===== src/rtl/priority_scan_encoder.sv =====
// Accepts a WIDTH-bit request vector and emits the index of every set bit,
// one per beat, lowest-first or highest-first as chosen when the vector is taken.
module priority_scan_encoder #(
  parameter  int WIDTH = 8,
  localparam int IDXW  = $clog2(WIDTH)
) (
  input  logic             clk,
  input  logic             rst,
  input  logic             in_valid,
  output logic             in_ready,
  input  logic [WIDTH-1:0] in_vec,
  input  logic             in_mode,
  output logic             out_valid,
  input  logic             out_ready,
  output logic [IDXW-1:0]  out_idx,
  output logic             out_found,
  output logic             out_last
);

  typedef enum logic {IDLE, SCAN} state_t;

  state_t           state;
  logic [WIDTH-1:0] rem;
  logic             mode;

  logic [IDXW-1:0]  lo_idx, hi_idx, sel_idx;
  logic [WIDTH-1:0] clr_mask;
  logic             rem_any, rem_one_or_less;

  // Both scans only walk real bit positions, so codes >= WIDTH cannot appear.
  always_comb begin
    lo_idx = '0;
    hi_idx = '0;
    for (int i = WIDTH - 1; i >= 0; i--)
      if (rem[i]) lo_idx = IDXW'(i);
    for (int i = 0; i < WIDTH; i++)
      if (rem[i]) hi_idx = IDXW'(i);
  end

  assign sel_idx         = mode ? hi_idx : lo_idx;
  assign rem_any         = |rem;
  assign rem_one_or_less = ((rem & (rem - WIDTH'(1))) == '0);

  always_comb begin
    clr_mask = '0;
    for (int i = 0; i < WIDTH; i++)
      clr_mask[i] = (IDXW'(i) == sel_idx);
  end

  // Outputs decode only from registered state; no input reaches them directly.
  assign in_ready  = (state == IDLE);
  assign out_valid = (state == SCAN);
  assign out_found = out_valid & rem_any;
  assign out_last  = out_valid & rem_one_or_less;
  assign out_idx   = out_valid ? sel_idx : '0;

  always_ff @(posedge clk or posedge rst) begin
    if (rst) begin
      state <= IDLE;
      rem   <= '0;
      mode  <= 1'b0;
    end else begin
      case (state)
        IDLE: if (in_valid) begin
          rem   <= in_vec;
          mode  <= in_mode;
          state <= SCAN;
        end
        SCAN: if (out_ready) begin
          rem <= rem & ~clr_mask;
          if (rem_one_or_less) state <= IDLE;
        end
        default: state <= IDLE;
      endcase
    end
  end

endmodule


===== config.mk =====
export PLATFORM = sky130hd
export DESIGN_NAME = priority_scan_encoder
export DESIGN_NICKNAME = d
export VERILOG_FILES = /design/src/rtl/priority_scan_encoder.sv
export SDC_FILE = /design/constraint.sdc
export NUM_CORES = 1
export LEC_CHECK = 0
export CAP_MARGIN = 40
export CORE_UTILIZATION = 47
export DETAILED_ROUTE_END_ITERATION = 6
export HOLD_SLACK_MARGIN = 0.1
export PLACE_DENSITY = 0.77
export SLEW_MARGIN = 10
export SYNTH_ARGS = -nofsm -noshare
export SYNTH_HDL_FRONTEND = slang
export SYNTH_SLANG_ARGS = --single-unit

===== constraint.sdc =====
create_clock -name clk -period 2.2 [get_ports clk]
set_input_delay 0.22 -clock clk [delete_from_list [all_inputs] [get_ports clk]]
set_output_delay 0.22 -clock clk [all_outputs]
set_load 0.03 [all_outputs]

==> flow_summary.yaml, run 1 <==
run_status:
  outcome: "finished clean"
layout:
  nNetsFinal: 136
  final_area_mm2: 0.00108
  layout-drive-gt1-share_pct: 23.8
  final_common_cell: "clkdlybuf4s50_1"
  syn_to_final_growth_pct: 37.3
  layout.cells.non_filler: 138
  post-route-util_pct: 70.0
  nFillCells: 134
  final_cell_mix: "clkdlybuf4s50_1, nand2_1, buf_4, nor2_1, a21oi_1"
  num_antenna_cells: 0
route:
  num_vias: 852
  wirelength_mm: 2.20
  vias_per_cell: 6.17
  routedWlPerCell_um: 15.9
  antenna_left: 0
  drc: 0
  drt_iter0_markers: 45
  dr.pass1.iters: 4
floorplanning:
  coreArea_mm2: 0.00154
  fp-row-count: 14
  initial_core_util_pct: 51.0
  ios: 20
  die_area_mm2: 0.00184
  die_h_um: 42.9
  fp.dieW_um: 42.9
yosys:
  async_reset_ff_share_pct: 100
  syn-num-nets: 111
  ys_ff_latch: 10
  yosysWarnings: 0
  synthFlopType: "dfrtp_1"
  yosysSeqAreaShare_pct: 31.8
  synth.mux.area_fraction_pct: 1.27
  yosys.cell_types.count: 32
  synth_area_leader_cell: "dfrtp_1"
  postSynthCellCount: 98
  synth.top_cells.by_area: "dfrtp_1, a21oi_1, nand2_1"
  yosysTopAreaCellShare_pct: 31.8
  syn_area_um2: 786
  synth_edf_count: 0
  avgSynthCellArea_um2: 8.02
  synth-xor-area-share_pct: 0
  synth_top_family_by_area: "compound AO/OA/AOI/OAI gates"
  yosys.area_share.simple_pct: 26.4
  synth_adder_area_share_pct: 0
  synth_compound_area_share_pct: 30.6
setup_path:
  crit_arrival_ns: 1.92
  endpoint_kind: "output port"
  critPathRequiredTime_ns: 1.98
  critPathMaxStageDelay_ns: 0.48
  crit_fanout: 9
  cpLargestDelayFamily: "simple AND/OR/NAND/NOR gates"
  crit_slowest_cell: "dfrtp_2"
  crit_buf_inv: 1
  crit_type: "flop to output port"
  start_kind: "flop"
  cp_cell_sequence: "or2_4 > or3_1 > a221oi_2 > buf_4"
placed_design:
  dp_cells: 129
  gp_congestion: 0.954
  dpl-instance-area_um2: 976
  dp_slack_ns: 0.100
  place_hpwl_mm: 1.46
  io_buffers: 19
sta:
  setup_violations: 0
  timing.setup.tns_ns: 0
  fmaxAchievable_ghz: 0.466
  fin_ws_ns: 0.0553
  skew_ns: 0.00741
  fin_crit_sh_pct: 97.5
  maxSlewHeadroom_pct: 72.1
  worst_hold_slack_ns: 0.224
  finalHoldViolations: 0
  worst_slew_pin_slew_ns: 0.419
  min_period_ns: 2.14
  slew_viol_final: 0
cts:
  clkLatencyLatePin_ns: 0.28
  numCtsBuffers: 3
  clkSinkCount: 10
  clkTransAtPathRegs_ns: 0.08
  cts_tree: "done"
  clock_path_buffers: 2
  hold_buffers: 0
  cts_root_buffer: "clkbuf_4"
  htree_num_levels: 1
power:
  irDropWorstVdd_v: 0.000533
  power_leakage_nw: 0.451
  power_uw: 952
  p_per_area_mw_per_mm2: 883
global_routing:
  grt_usage_pct: 26.8
  grt_pass1_wl_mm: 3.64
  antenna_found_initial: 0
  grt_pass1_vias: 772
  grt-ovfl-total: 0
  grt_max_degree: 15
run:
  drv_cap: 0
min_path:
  min_path_type: "input port to async pin"
## synthesized netlist by cell type (all sizes together) (2+ instances only)
cell	number
dfrtp	10
a21oi	11
o211ai	4
nor4	3
buf	8
o21ai	6
a221oi	2
inv	4
nor2b	4
clkbuf	2
nand2	12
nor3	3
a221o	4
nor2	12
a22oi	3
## metal layers
metal / global-route usage (%) / vias up / part of all wire (%) / wire length [um]
li1: - / 403 / - / -
met1: 36.1 / 403 / 44 / 973
met2: 42.1 / 39 / 47 / 1030
met3: 5.53 / 7 / 7.2 / 158
met4: 10.0 / 0 / 1.7 / 37
met5: 0 / - / 0 / 0
## registers in the layout (all words and copies together), names as in the netlist
register   count
out_valid      1
mode           1
rem            8
## cell families (layout without fill, tap and decap cells)
| kind of cell | count (synthesis) | count (layout) |
|---|---|---|
| compound gates | 34 | 34 |
| mux | 1 | 1 |
| simple gates | 39 | 39 |
| flops | 10 | 10 |
| buf+inv | 14 | 38 |
## area by class of cell
type	instances	area, um^2	area share, %
well taps	16	20.0	1.86
multi-input cells	74	484	44.9
clock buffers	4	36.3	3.36
inverters	4	15.0	1.39
repair buffers	30	267	24.7
flip-flops and latches	10	256	23.8
## where the power goes
part / leakage [nW] / switching (mW) / internal [mW]
logic: 0.334 / 0.204 / 0.195
clock network: 0.0210 / 0.0746 / 0.101
registers: 0.0958 / 0.143 / 0.235
## worst paths after layout
| kind | startpoint | end | slack (ns) | cells after the start |
|---|---|---|---|---|
| max | rem[2] | out_last | 0.06 | 4 |
| min | rst | rem[0] | 0.22 | 2 |
| max reg2reg | rem[4] | rem[3] | 0.50 | 6 |
| min reg2reg | rem[2] | rem[2] | 0.66 | 2 |
| max in group asynchronous | rst | rem[6] | 1.65 | 2 |
| min in group clk | in_mode | mode | 0.50 | 3 |
## repair_timing
| action | CTS | global route |
|---|---|---|
| endpoints found under the setup margin | 4 | 4 |
| setup buffers | 0 | 5 |
| gates resized for setup | 5 | 8 |
| pin swaps | 0 | 1 |
Power figures use the tool's default switching activity.
==> run 2: changes to the inputs <==
--- a/config.mk
+++ b/config.mk
@@ -9,6 +9,7 @@
 export CORE_UTILIZATION = 47
 export DETAILED_ROUTE_END_ITERATION = 6
 export HOLD_SLACK_MARGIN = 0.1
+export MAX_ROUTING_LAYER = met4
 export PLACE_DENSITY = 0.77
 export SLEW_MARGIN = 10
 export SYNTH_ARGS = -nofsm -noshare
==> run 2 against run 1 <==
Net effect:
- critical path depth is the same
- register-to-register slack lost 0.03 ns
- cell count shrank 3.6%
- routed wire length shrank 3.0%
- fmax shrank 2.4%
- total power shrank 5.9%
- combinational power shrank 8.5%
- clock power is essentially flat
- first-iteration DRC count shrank 53%
- critical endpoint unchanged
==> flow_summary.yaml, run 2 (synthesis results as in run 1) <==
placed_design:
  dpl-instance-area_um2: 976
  io_buffers: 19
  dp_slack_ns: 0.100
  gp_congestion: 0.972
  place_hpwl_mm: 1.46
cts:
  clkSinkCount: 10
  cts_tree: "done"
  post-cts-setup-buffers: 0
  cts_root_buffer: "clkbuf_4"
  clkTransAtPathRegs_ns: 0.08
  clkLatencyLatePin_ns: 0.28
  clock_path_buffers: 2
  numCtsBuffers: 3
  htree_num_levels: 1
route:
  num_vias: 834
  vias_per_cell: 6.27
  drc: 0
  dr.pass1.iters: 4
  drt_iter0_markers: 21
  routedWlPerCell_um: 16.0
  antenna_left: 0
  wirelength_mm: 2.13
layout:
  final_cell_mix: "clkdlybuf4s50_1, nand2_1, a21oi_1, nor2_1, dfrtp_1"
  layout-drive-gt1-share_pct: 16.2
  nNetsFinal: 131
  final_area_mm2: 0.00101
  num_antenna_cells: 0
  nFillCells: 152
  post-route-util_pct: 65.8
  syn_to_final_growth_pct: 29.1
  regMostFlops: "rem"
  final_common_cell: "clkdlybuf4s50_1"
  largest_reg_flops: 8
power:
  power_uw: 896
  p_comb_share_pct: 40.7
  irDropWorstVdd_v: 0.000543
  p_per_area_mw_per_mm2: 883
  power_leakage_nw: 0.415
  power_frac_seq_pct: 39.5
  p_sw_share_pct: 43.9
  p_int_uw: 503
  switching_power_uw: 393
  clkPwrFrac_pct: 19.7
setup_path:
  ff2ff_setup_slack_ns: 0.47
  crit_fanout: 9
  critPathRequiredTime_ns: 1.98
  crit_arrival_ns: 1.98
  ff2ff_path_depth: 6
  crit_type: "flop to output port"
  r2r_start: "rem[2]"
  startpoint: "rem[2]"
  start_kind: "flop"
  endpoint_kind: "output port"
global_routing:
  antenna_found_initial: 0
  grt_pass1_wl_mm: 3.63
  grt-ovfl-total: 0
  grt_usage_pct: 27.3
  grt_pass1_vias: 773
  grt_max_degree: 15
sta:
  maxSlewHeadroom_pct: 71.8
  finalHoldViolations: 0
  worst_slew_pin_slew_ns: 0.419
  setup_violations: 0
  slew_viol_final: 0
  min_period_ns: 2.20
  skew_ns: 0.00370
  fin_crit_sh_pct: 99.9
  rsz0062_at_grt: "true"
  fin_ws_ns: 0.00176
  fmaxAchievable_ghz: 0.455
run_status:
  outcome: "finished clean"
floorplanning:
  initial_core_util_pct: 51.0
  die_area_mm2: 0.00184
  fp-row-count: 14
  fp.dieW_um: 42.9
  die_h_um: 42.9
  ios: 20
  coreArea_mm2: 0.00154
min_path:
  min_path_type: "input port to async pin"
run:
  drv_cap: 0
run 2: power by group through the flow:
stage / Combinational (mW) / Sequential, mW / Clock, mW
2_1_floorplan: 0.379 / 0.246 / 0
3_3_place_gp: 0.359 / 0.346 / 0
3_5_place_dp: 0.365 / 0.349 / 0
4_1_cts: 0.355 / 0.347 / 0.172
5_1_grt: 0.402 / 0.365 / 0.187
6_report: 0.365 / 0.354 / 0.177
run 2: final cells by class:
class                           instances  area [um^2]  share of cell area, %
Clock buffer                            4         36.3                   3.58
Inverter                                4         15.0                   1.48
Multi-Input combinational cell         74          460                   45.4
Sequential cell                        10          251                   24.8
Tap cell                               16         20.0                   1.97
Timing Repair Buffer                   25          231                   22.8
run 2: path summary, 6_finish.rpt:
kind,endpoint
max,out_last
min,rem[5]
max reg2reg,rem[1]
min reg2reg,rem[5]
max in group asynchronous,rem[5]
min in group clk,mode
run 2: metrics by stage:
stage	instances	TNS (ns)	hold slack (ns)
floorplan	98	0	0.0602
global placement	129	0	0.535
detailed placement	129	0	0.541
CTS	133	0	0.247
global route	133	-0.127	0.286
finish	133	0	0.228
run 2: critical path, stage by stage (launching register included):
cell,delay (ns)
dfrtp_1,0.50
or2_4,0.32
or3_1,0.36
a221oi_2,0.30
buf_4,0.22
run 2: per-layer routing:
| metal | GRT usage (%) | wire, um | vias up | share of wire (%) |
|---|---|---|---|---|
| met2 | 42.1 | 981 | 42 | 46 |
| met5 | - | 0 | - | 0 |
| li1 | - | - | 392 | - |
| met1 | 36.1 | 956 | 395 | 45 |
| met3 | 4.26 | 161 | 5 | 7.6 |
| met4 | 10.0 | 30 | 0 | 1.4 |
run 2: timing repair:
| action | CTS | global route |
|---|---|---|
| pin swaps | 0 | 1 |
| hold endpoints to repair | 0 | 0 |
| setup endpoints to repair | 4 | 4 |
| hold buffers | 0 | 0 |
| resized for setup | 5 | 2 |
==> run 3: changes to the inputs <==
--- a/config.mk
+++ b/config.mk
@@ -10,7 +10,7 @@
 export DETAILED_ROUTE_END_ITERATION = 6
 export HOLD_SLACK_MARGIN = 0.1
 export MAX_ROUTING_LAYER = met4
-export PLACE_DENSITY = 0.77
+export PLACE_DENSITY = 0.74
 export SLEW_MARGIN = 10
 export SYNTH_ARGS = -nofsm -noshare
 export SYNTH_HDL_FRONTEND = slang
==> run 3 against run 2 <==
Net effect:
- total power shrank 4.3%
- sequential share of layout area rose by 0.094 points
- final area grew 1.1%
- flip-flop and latch count is the same
- clock skew shrank 0.0025 ns
==> flow_summary.yaml, run 3 (synthesis results as in run 1) <==
run_status:
  outcome: "finished clean"
sta:
  maxSlewHeadroom_pct: 72.3
  worst_slew_pin_slew_ns: 0.414
  skew_ns: 0.00115
  min_period_ns: 2.17
  slew_viol_final: 0
  fin_ws_ns: 0.0324
  finalHoldViolations: 0
  fmaxAchievable_ghz: 0.461
  rsz0062_at_grt: "true"
  setup_violations: 0
  fin_crit_sh_pct: 98.5
setup_path:
  critPathRequiredTime_ns: 1.98
  ff2ff_setup_slack_ns: 0.41
  endpoint_kind: "output port"
  crit_arrival_ns: 1.95
  startpoint: "rem[6]"
  crit_type: "flop to output port"
  start_kind: "flop"
  r2r_start: "rem[6]"
  crit_fanout: 9
  rr_endpoint: "out_valid"
  ff2ff_path_depth: 6
route:
  routedWlPerCell_um: 14.8
  drt_iter0_markers: 31
  wirelength_mm: 1.98
  antenna_left: 0
  drc: 0
  dr.pass1.iters: 4
  num_vias: 826
  vias_per_cell: 6.16
layout:
  largest_reg_flops: 8
  nNetsFinal: 133
  nFillCells: 145
  layout-drive-gt1-share_pct: 19.5
  final_cell_mix: "clkdlybuf4s50_1, nand2_1, a21oi_1, nor2_1, buf_4"
  regMostFlops: "rem"
  multi_input_area_um2: 469
  num_antenna_cells: 0
  final-seq-area_um2: 255
  final_common_cell: "clkdlybuf4s50_1"
  layout.cells.non_filler: 134
  syn_to_final_growth_pct: 30.6
floorplanning:
  fp.dieW_um: 42.9
  die_area_mm2: 0.00184
  fp-row-count: 14
  initial_core_util_pct: 51.0
  die_h_um: 42.9
  ios: 20
  coreArea_mm2: 0.00154
global_routing:
  use_met2_pct: 36.1
  grt-ovfl-total: 0
  antenna_found_initial: 0
  grt_usage_pct: 25.5
  met3_usage_pct: 3.83
  grt_pass1_wl_mm: 3.40
  grt_max_degree: 15
  met1_usage_pct: 35.7
  grt_pass1_vias: 756
  busiest_layer: "met2"
placed_design:
  dp_cells: 130
  gp_congestion: 0.957
  io_buffers: 19
  dp_slack_ns: 0.145
  place_hpwl_mm: 1.42
cts:
  clkTransAtPathRegs_ns: 0.07
  clock_path_buffers: 2
  htree_num_levels: 1
  clkSinkCount: 10
  numCtsBuffers: 3
  cts_tree: "done"
  cts_root_buffer: "clkbuf_4"
  clkLatencyLatePin_ns: 0.27
  hold_buffers: 0
power:
  irDropWorstVdd_v: 0.000465
  power_leakage_nw: 0.425
  p_per_area_mw_per_mm2: 836
  power_uw: 858
min_path:
  min_path_type: "input port to async pin"
run:
  drv_cap: 0
run 3: power by group:
part | switching (mW) | total [mW] | internal [mW]
Sequential | 0.122 | 0.356 | 0.234
Combinational | 0.194 | 0.375 | 0.181
Clock | 0.0642 | 0.128 | 0.0633
run 3: stage by stage:
stage / hold slack [ns] / cell area, um^2 / setup TNS, ns / util [%]
2_1_floorplan: 0.0602 / 786 / 0 / -
3_3_place_gp: 0.534 / 983 / 0 / 63.8
3_5_place_dp: 0.540 / 983 / 0 / 63.8
4_1_cts: 0.256 / 1000 / 0 / 65.2
5_1_grt: 0.270 / 1030 / -0.0226 / 66.6
6_report: 0.238 / 1030 / 0 / 66.6
run 3: final cells by class:
type	instances	share of cell area, %
inverter	4	1.46
tap	16	1.95
clock buffer	3	2.20
multi-input combinational	74	45.7
sequential	10	24.9
timing repair buffer	27	23.8
run 3: worst max-delay path: stages (launching register included):
cell      delay (ns)
dfrtp_1         0.50
nor3_2          0.24
o22ai_1         0.09
or3_1           0.33
a221oi_2        0.30
buf_4           0.22
run 3: per-layer routing:
layer	share of wire, %	up-vias
met3	8.6	4
met2	44	40
li1	-	395
met5	0	-
met4	1.2	0
met1	46	387
run 3: worst max-delay path by stage:
| stage | to | slack (ns) |
|---|---|---|
| floorplan | out_idx[1] | 0.08 |
| global placement | out_idx[1] | 0.18 |
| detailed placement | out_idx[1] | 0.14 |
| CTS | out_last | 0.005 |
| global route | out_last | -0.02 |
| finish | out_last | 0.03 |
run 3: what timing repair did:
item,4_1_cts,5_1_grt
setup endpoints to repair,4,2
pin swaps,0,1
setup buffers,0,1
gates resized for setup,4,5
